**src/rtl/writeback_unit.sv**
```systemverilog
// Writeback stage: MEM/WB pipeline register, load alignment/extension and register-file write port.
// Optional retired-instruction counter on Instret is built only when WB_RETIRE_COUNT_EN is defined.
module writeback_unit #(
   parameter int unsigned XLEN = 32
) (
   input  logic            clk,
   input  logic            rst_n,
   input  logic            Stall,
   input  logic            Flush,
   input  logic            MemValid,
   input  logic            MemRUWr,
   input  logic [4:0]      MemRd,
   input  logic [1:0]      MemRUDataWrSrc,
   input  logic [XLEN-1:0] MemALURes,
   input  logic [XLEN-1:0] MemPCInc,
   input  logic [2:0]      MemDMCtrl,
   input  logic [XLEN-1:0] MemDataRd,
   output logic            RUWr,
   output logic [4:0]      Rd,
   output logic [XLEN-1:0] DataWr,
   output logic            WbValid,
   output logic [63:0]     Instret
);

   logic            valid_q;
   logic            retired_q;
   logic            ruwr_q;
   logic [4:0]      rd_q;
   logic [1:0]      src_q;
   logic [XLEN-1:0] alures_q;
   logic [XLEN-1:0] pcinc_q;
   logic [2:0]      dmctrl_q;
   logic [XLEN-1:0] datard_q;

   logic [7:0]      ld_byte;
   logic [15:0]     ld_half;
   logic [XLEN-1:0] ld_val;
   logic            retire;

   always_ff @(posedge clk or negedge rst_n) begin
      if (!rst_n) begin
         valid_q   <= 1'b0;
         retired_q <= 1'b0;
         ruwr_q    <= 1'b0;
         rd_q      <= '0;
         src_q     <= '0;
         alures_q  <= '0;
         pcinc_q   <= '0;
         dmctrl_q  <= '0;
         datard_q  <= '0;
      end else if (Flush) begin
         valid_q   <= 1'b0;
         retired_q <= 1'b0;
      end else if (Stall) begin
         // Once presented, a held entry is marked retired so it never writes twice.
         retired_q <= valid_q;
      end else begin
         valid_q   <= MemValid;
         retired_q <= 1'b0;
         ruwr_q    <= MemRUWr;
         rd_q      <= MemRd;
         src_q     <= MemRUDataWrSrc;
         alures_q  <= MemALURes;
         pcinc_q   <= MemPCInc;
         dmctrl_q  <= MemDMCtrl;
         datard_q  <= MemDataRd;
      end
   end

   always_comb begin
      ld_byte = datard_q[7:0];
      unique case (alures_q[1:0])
         2'd0: ld_byte = datard_q[7:0];
         2'd1: ld_byte = datard_q[15:8];
         2'd2: ld_byte = datard_q[23:16];
         2'd3: ld_byte = datard_q[31:24];
      endcase
      ld_half = alures_q[1] ? datard_q[31:16] : datard_q[15:0];

      // Undefined funct3 codes fall through to a full-word load.
      ld_val = datard_q;
      case (dmctrl_q)
         3'b000:  ld_val = {{(XLEN-8){ld_byte[7]}}, ld_byte};
         3'b001:  ld_val = {{(XLEN-16){ld_half[15]}}, ld_half};
         3'b100:  ld_val = {{(XLEN-8){1'b0}}, ld_byte};
         3'b101:  ld_val = {{(XLEN-16){1'b0}}, ld_half};
         default: ld_val = datard_q;
      endcase

      DataWr = '0;
      unique case (src_q)
         2'b00: DataWr = alures_q;
         2'b01: DataWr = ld_val;
         2'b10: DataWr = pcinc_q;
         2'b11: DataWr = '0;
      endcase
   end

   assign retire  = valid_q & ~retired_q;
   assign RUWr    = retire & ruwr_q & (rd_q != 5'd0);
   assign Rd      = rd_q;
   assign WbValid = valid_q;

`ifdef WB_RETIRE_COUNT_EN
   logic [63:0] instret_q;

   // Counts every retiring entry, including ones that do not write a register.
   always_ff @(posedge clk or negedge rst_n) begin
      if (!rst_n) begin
         instret_q <= 64'd0;
      end else if (retire) begin
         instret_q <= instret_q + 64'd1;
      end
   end

   assign Instret = instret_q;
`else
   assign Instret = 64'd0;
`endif

endmodule
```
**config.mk**
```make
export PLATFORM = sky130hd
export DESIGN_NAME = writeback_unit
export DESIGN_NICKNAME = d
export VERILOG_FILES = /design/src/rtl/writeback_unit.sv
export SDC_FILE = /design/constraint.sdc
export NUM_CORES = 1
export LEC_CHECK = 0
export BUFFER_PORTS_ARGS = -buffer_cell sky130_fd_sc_hd__clkbuf_2
export CORE_MARGIN = 3
export CORE_UTILIZATION = 35
export DETAILED_ROUTE_END_ITERATION = 8
export GPL_ROUTABILITY_DRIVEN = 0
export GPL_TIMING_DRIVEN = 0
export PLACE_DENSITY = 0.66
export SETUP_SLACK_MARGIN = 0.3
export SYNTH_ARGS = -nofsm -noshare
export SYNTH_HDL_FRONTEND = slang
export SYNTH_SLANG_ARGS = --single-unit
```
**constraint.sdc**
```tcl
create_clock -name clk -period 2 [get_ports clk]
set_clock_uncertainty 0.15 [all_clocks]
set_input_delay 0.4 -clock clk [delete_from_list [all_inputs] [get_ports clk]]
set_output_delay 0.4 -clock clk [all_outputs]
set_load 0.01 [all_outputs]
```
* Word level (Yosys, flattened, before mapping)
Cells that the tools add are included.
** Cells by class
- Equality and inequality tests :: 10
- Mux-type cells :: 8
- Bitwise logic cells :: 6
- Reduce and logical (&&, ||, !) cells :: 5
** Operators by type and width (number)
- 32-bit case mux with 4 select lines :: 2
- 8-bit case mux with 4 select lines :: 1
- 16-bit 2-to-1 mux :: 1
- 2-bit equality test (second input constant) :: 4
- 3-bit equality test (second input constant) :: 2
- 5-bit nonzero test :: 1
- 2-bit by 1-bit equality test with 1-bit output (second input constant) :: 2
- 2-bit zero test :: 2
- 1-bit 2-to-1 mux :: 4
- 1-bit AND :: 3
- 3-bit by 1-bit equality test with 1-bit output (second input constant) :: 1
- 3-bit zero test :: 1
- 1-bit NOT :: 3
- 2-bit by 1-bit != test with 1-bit output (second input constant) :: 1
- 2-bit AND reduction :: 1
** Storage, ports and cells
- Output and inout bits :: 103
- Bits in registers :: 109
- Logic and storage cells :: 38

* Longest topological paths before layout
- Word-level depth :: 4
- Mapped depth :: 6
- Depth with buffers taken out :: 4

* Worst setup path before layout
OpenSTA, ideal clock, no wires.
- Path type :: reg2out
- From :: register alures_q[1]
- To :: output port DataWr[15]
- Arrival :: 1.428 ns
- Stages on the path, launching flop included :: 6
- Path slack :: 0.022 ns
- Cells stage by stage :: dfrtp_1 -> buf_6 -> mux4_2 -> nor3b_4 -> a211oi_1 -> o22ai_1
** Between the ends
- Cells in the longest elaborated chain, start to end :: 4
** Ends and longest elaborated chain
- from (decl) :: line 30 : logic [XLEN-1:0] alures_q;
- from (signal assigned) :: line 63 : alures_q <= MemALURes;
- 2-bit equality test, or another cell as far along :: line 72 : unique case (alures_q[1:0])
- 8-bit case mux with 4 select lines :: line 72
- 32-bit case mux with 4 select lines * :: line 82 : case (dmctrl_q)
- 32-bit case mux with 4 select lines * :: line 91 : unique case (src_q)
- to (decl) :: line 20 : output logic [XLEN-1:0] DataWr,
Every way passes the cells marked *; elsewhere a longest branch is shown, timed or not.

* Worst setup path in the final report
- From :: register alures_q[1]
- To :: output port DataWr[27]
Same word-level chain as after synthesis.

==> summary.md <==
| Metric | Value |
|---|---|
| Status | finished with violations |
| Violated checks | negative setup slack |
| Number of synthesized flops with an enable pin | 0 |
| Start-to-end type of the worst setup path | register to output port |
| End of the worst register-to-register path | src_q[0]$_DFFE_PN0P_ |
| Total instance count after detailed placement | 930 |
| Max VDD drop | between 0.0005 and 0.0006 V |
| Clock-pin slew reported for the worst setup and hold paths after clock tree synthesis | 0.07 ns |
| Final standard cell count with taps included and fillers excluded | 965 |
| Accumulated negative setup slack | -17.77 ns |
| Area share of the largest cell type after synthesis | 47.4% |
| Power Density | 842 nW/µm² |
| Initial core utilization | 36.0% |
| Critical path startpoint category | register |
| Post-Syn Area | 5750 µm² |
| Number of remaining DRC errors | 0 |
| Fraction of registers with async set or reset after synthesis | 100% |
| Post-detailed-route count of antenna-violating nets | 0 |
| Final Worst Setup Slack | -0.613 ns |
| Worst min-delay path class | primary input to asynchronous set/reset pin |
| Tightest slew margin relative to the limit | 41.5% |
| Die W | 134 µm |
| Highest clock frequency the design can meet | 383 MHz |
| Highest fanout seen on the critical path | 5 |
| Layout fillers | about 1,500 |
| Global-route usage over all layers | approximately 18% |
| Number of port buffers | 150 |
| Sequential cell area fraction in the yosys report | 47.4% |
| Element type at the critical path end | output port |
| Rows | 46 |
| Final HPWL from detailed placement | 12,200 µm |
| Maximum clock insertion buffer count | 2 |
| CTS tree | done |
| Unrepaired setup endpoints after global routing | true |
| Post-route clock period utilization | 131% |
| Largest net degree at the start of global routing | 110 |
| Number of buffers inserted for hold repair after clock tree synthesis | 0 |
| Final net count | 856 |
| Data arrival, critical path | 2.06 ns |
| Max-cap check violation count | 0 |
| Design Area, Final | slightly below 8000 µm² |
| Post-Route WL | 16,700 µm |
| Buffer cell driving the clock tree root | sky130_fd_sc_hd__clkbuf_16 |
| Synth Area in Adders | 0% |
| Register-to-Register Path Depth | 3 |
| Initial antenna violation count | 0 |
| Final setup violation count | 33 |
| Core region area | 16,000 µm² |
| DIE AREA | 18,000 µm² |
| Min Clock Period, post-route | between 2 and 3 ns |
| Global route overflow | 0 |
| Routed via count divided by cell count | between 4 and 5 |
| Number of slew-limit violations in the final report | 0 |
| Wire length of the first global-routing pass | 25,200 µm |
| Total I/O pin count | around 220 |
| Main combinational cell family by area after synthesis | multiplexers |
| Count of TritonRoute iterations in the first routing pass | 5 |
| Number of DRC markers after the initial detailed-route iteration | 137 |
| Count of mapped cells out of synthesis | 501 |
| Leading cell types by total area after synthesis | sky130_fd_sc_hd__dfrtp_1, sky130_fd_sc_hd__mux2_2, sky130_fd_sc_hd__buf_4 |
| H-tree depth | 3 |
| Die height | 134 µm |
| R2R Setup Slk | 0.65 ns |
| Clock Sinks | 109 |
| Cell area after placement | roughly 7000 µm² |
| Seq cells post-synth | 109 |
| Number of global-route vias before repair | about 4,600 |
| Leakage power total | 3.76 nW |
| Required @ worst endpoint | 1.45 ns |
| Number of vias after detailed routing | 4,504 |
| Pin slew with the least headroom to its limit | 0.877 ns |
| Synth warnings | 0 |
| Complex-gate fraction of the synthesized area | 8.81% |
| Reg-to-reg startpoint | src_q[0]$_DFFE_PN0P_ |
| Mapped Avg Cell Area | 11.5 µm² |
| Post-synthesis share of cell area spent on xor and xnor gates | 0% |
| Number of buffers created by CTS | 9 |
| Fraction of the mapped netlist area in simple logic gates | just over 6% |
| Top cell type by total area after synthesis | sky130_fd_sc_hd__dfrtp_1 |
| P&R area growth vs syn | 34.7% |
| Total inserted antenna cells | 0 |
| Most frequently used flop master after synthesis | sky130_fd_sc_hd__dfrtp_1 |
| Number of endpoints with negative hold slack in the final report | 0 |
| Average routed wire per standard cell | 17.3 µm |
| Multiplexer share of the synthesized area | 25.9% |
| Number of library cell types mapped by synthesis | 35 |
| Fraction of final layout cells sized beyond drive strength 1 | 55.8% |
| Insertion delay to the later sink of the worst-skew pair | ~0.35 ns |
[state kept, by name, indices dropped and copies added, names as in the netlist]
signal / flops
ruwr_q: 1
pcinc_q: 32
retired_q: 1
datard_q: 32
WbValid: 1
alures_q: 32
src_q: 2
Rd: 5
dmctrl_q: 3
[repair_timing]
| item | in CTS | in global routing |
|---|---|---|
| endpoints found under the hold margin | 0 | 0 |
| buffers inserted | 14 | 3 |
| resized for setup | 52 | 27 |
| pin swaps | 11 | 10 |
| cloned | 2 | 0 |
| endpoints found under the setup margin | 54 | 33 |
[stage by stage]
| step | utilization, % | power, W | worst slack, ns | hold slack (ns) |
|---|---|---|---|---|
| 3_3_place_gp | 44.1 | 0.00459 | -1.27 | 0.335 |
| 5_1_grt | 48.5 | 0.00689 | -0.696 | 0.0768 |
| 2_1_floorplan | - | 0.00393 | 0.0463 | -0.0456 |
| 6_report | 48.5 | 0.00652 | -0.613 | 0.00808 |
| 3_5_place_dp | 44.1 | 0.00462 | -0.563 | 0.344 |
| 4_1_cts | 47.9 | 0.00651 | -0.601 | 0.0485 |
[kinds of logic after synthesis]
family                 count (synthesis)
muxes                                135
other                                  1
buffers and inverters                105
and+or+nand+nor                       68
AOI/OAI and AO/OA                     83
DFF                                  109
[how the worst max path moves through the flow]
stage / start / to / slack [ns] / cells past startpoint
final: alures_q[1]$_DFFE_PN0P_ / DataWr[27] / -0.61 / 7
after global routing: alures_q[1]$_DFFE_PN0P_ / DataWr[9] / -0.70 / 8
after CTS: alures_q[1]$_DFFE_PN0P_ / DataWr[10] / -0.60 / 6
after detailed placement: src_q[1]$_DFFE_PN0P_ / DataWr[25] / -0.56 / 6
after global placement: rst_n / Rd[0]$_DFFE_PN0P_ / -1.27 / 1
after floorplan: alures_q[1]$_DFFE_PN0P_ / DataWr[15] / 0.05 / 5
[cells in the mapped netlist, types with 8 or more instances]
| master | number |
|---|---|
| sky130_fd_sc_hd__a21oi_1 | 24 |
| sky130_fd_sc_hd__buf_2 | 18 |
| sky130_fd_sc_hd__buf_4 | 64 |
| sky130_fd_sc_hd__clkbuf_1 | 10 |
| sky130_fd_sc_hd__dfrtp_1 | 109 |
| sky130_fd_sc_hd__inv_1 | 9 |
| sky130_fd_sc_hd__mux2_2 | 102 |
| sky130_fd_sc_hd__mux2i_1 | 32 |
| sky130_fd_sc_hd__nand2_1 | 17 |
| sky130_fd_sc_hd__nand3_1 | 10 |
| sky130_fd_sc_hd__nor2_1 | 12 |
| sky130_fd_sc_hd__nor2b_1 | 8 |
| sky130_fd_sc_hd__o211ai_1 | 10 |
| sky130_fd_sc_hd__o21ai_0 | 26 |
| sky130_fd_sc_hd__o22ai_1 | 13 |
[power breakdown]
group	switching (W)	total, W	internal (W)
combinational	0.00104	0.00211	0.00106
sequential	0.000227	0.00275	0.00252
clock	0.000829	0.00167	0.000839
total	0.00210	0.00652	0.00443
[layer usage]
metal | wire length, µm | global-route usage, % | share of wire, %
met2 | 7790 | 30.1 | 47
met3 | 1440 | 6.00 | 8.6
met1 | 7130 | 23.1 | 43
met5 | 0 | 0 | 0
met4 | 362 | 5.71 | 2.2
[cell usage in the layout (no fill, tap or decap), drive strengths merged, types with 2 or more instances in the layout]
cell,n
nand2,17
buf,113
a222oi,2
nand3,10
clkinv,7
nor3,6
dfrtp,109
nor2b,8
a21oi,24
inv,9
o21ai,26
or3,6
o22ai,13
clkbuf,160
nor2,13
o2bb2ai,2
mux2,102
nand2b,2
conb,64
o211ai,10
a211oi,3
mux2i,32
[worst max-delay path, stage by stage (launching register included)]
cell and delay, ns:
sky130_fd_sc_hd__dfrtp_1 0.38, sky130_fd_sc_hd__buf_6 0.13, sky130_fd_sc_hd__buf_4 0.13, sky130_fd_sc_hd__mux2_4 0.32, sky130_fd_sc_hd__o2111ai_4 0.31, sky130_fd_sc_hd__buf_6 0.17
sky130_fd_sc_hd__o211ai_1 0.10, sky130_fd_sc_hd__clkbuf_2 0.16
[layout make-up]
class	count	area, µm²	share of cell area [%]
clock buffer	9	225	2.91
inverter	9	33.8	0.436
multi-input combinational	350	2810	36.2
sequential	109	2730	35.2
clock inverter	7	42.5	0.549
tap	216	270	3.49
buffer	96	687	8.86
timing repair buffer	169	957	12.3
Note: power is estimated with default switching activity, not from simulation.
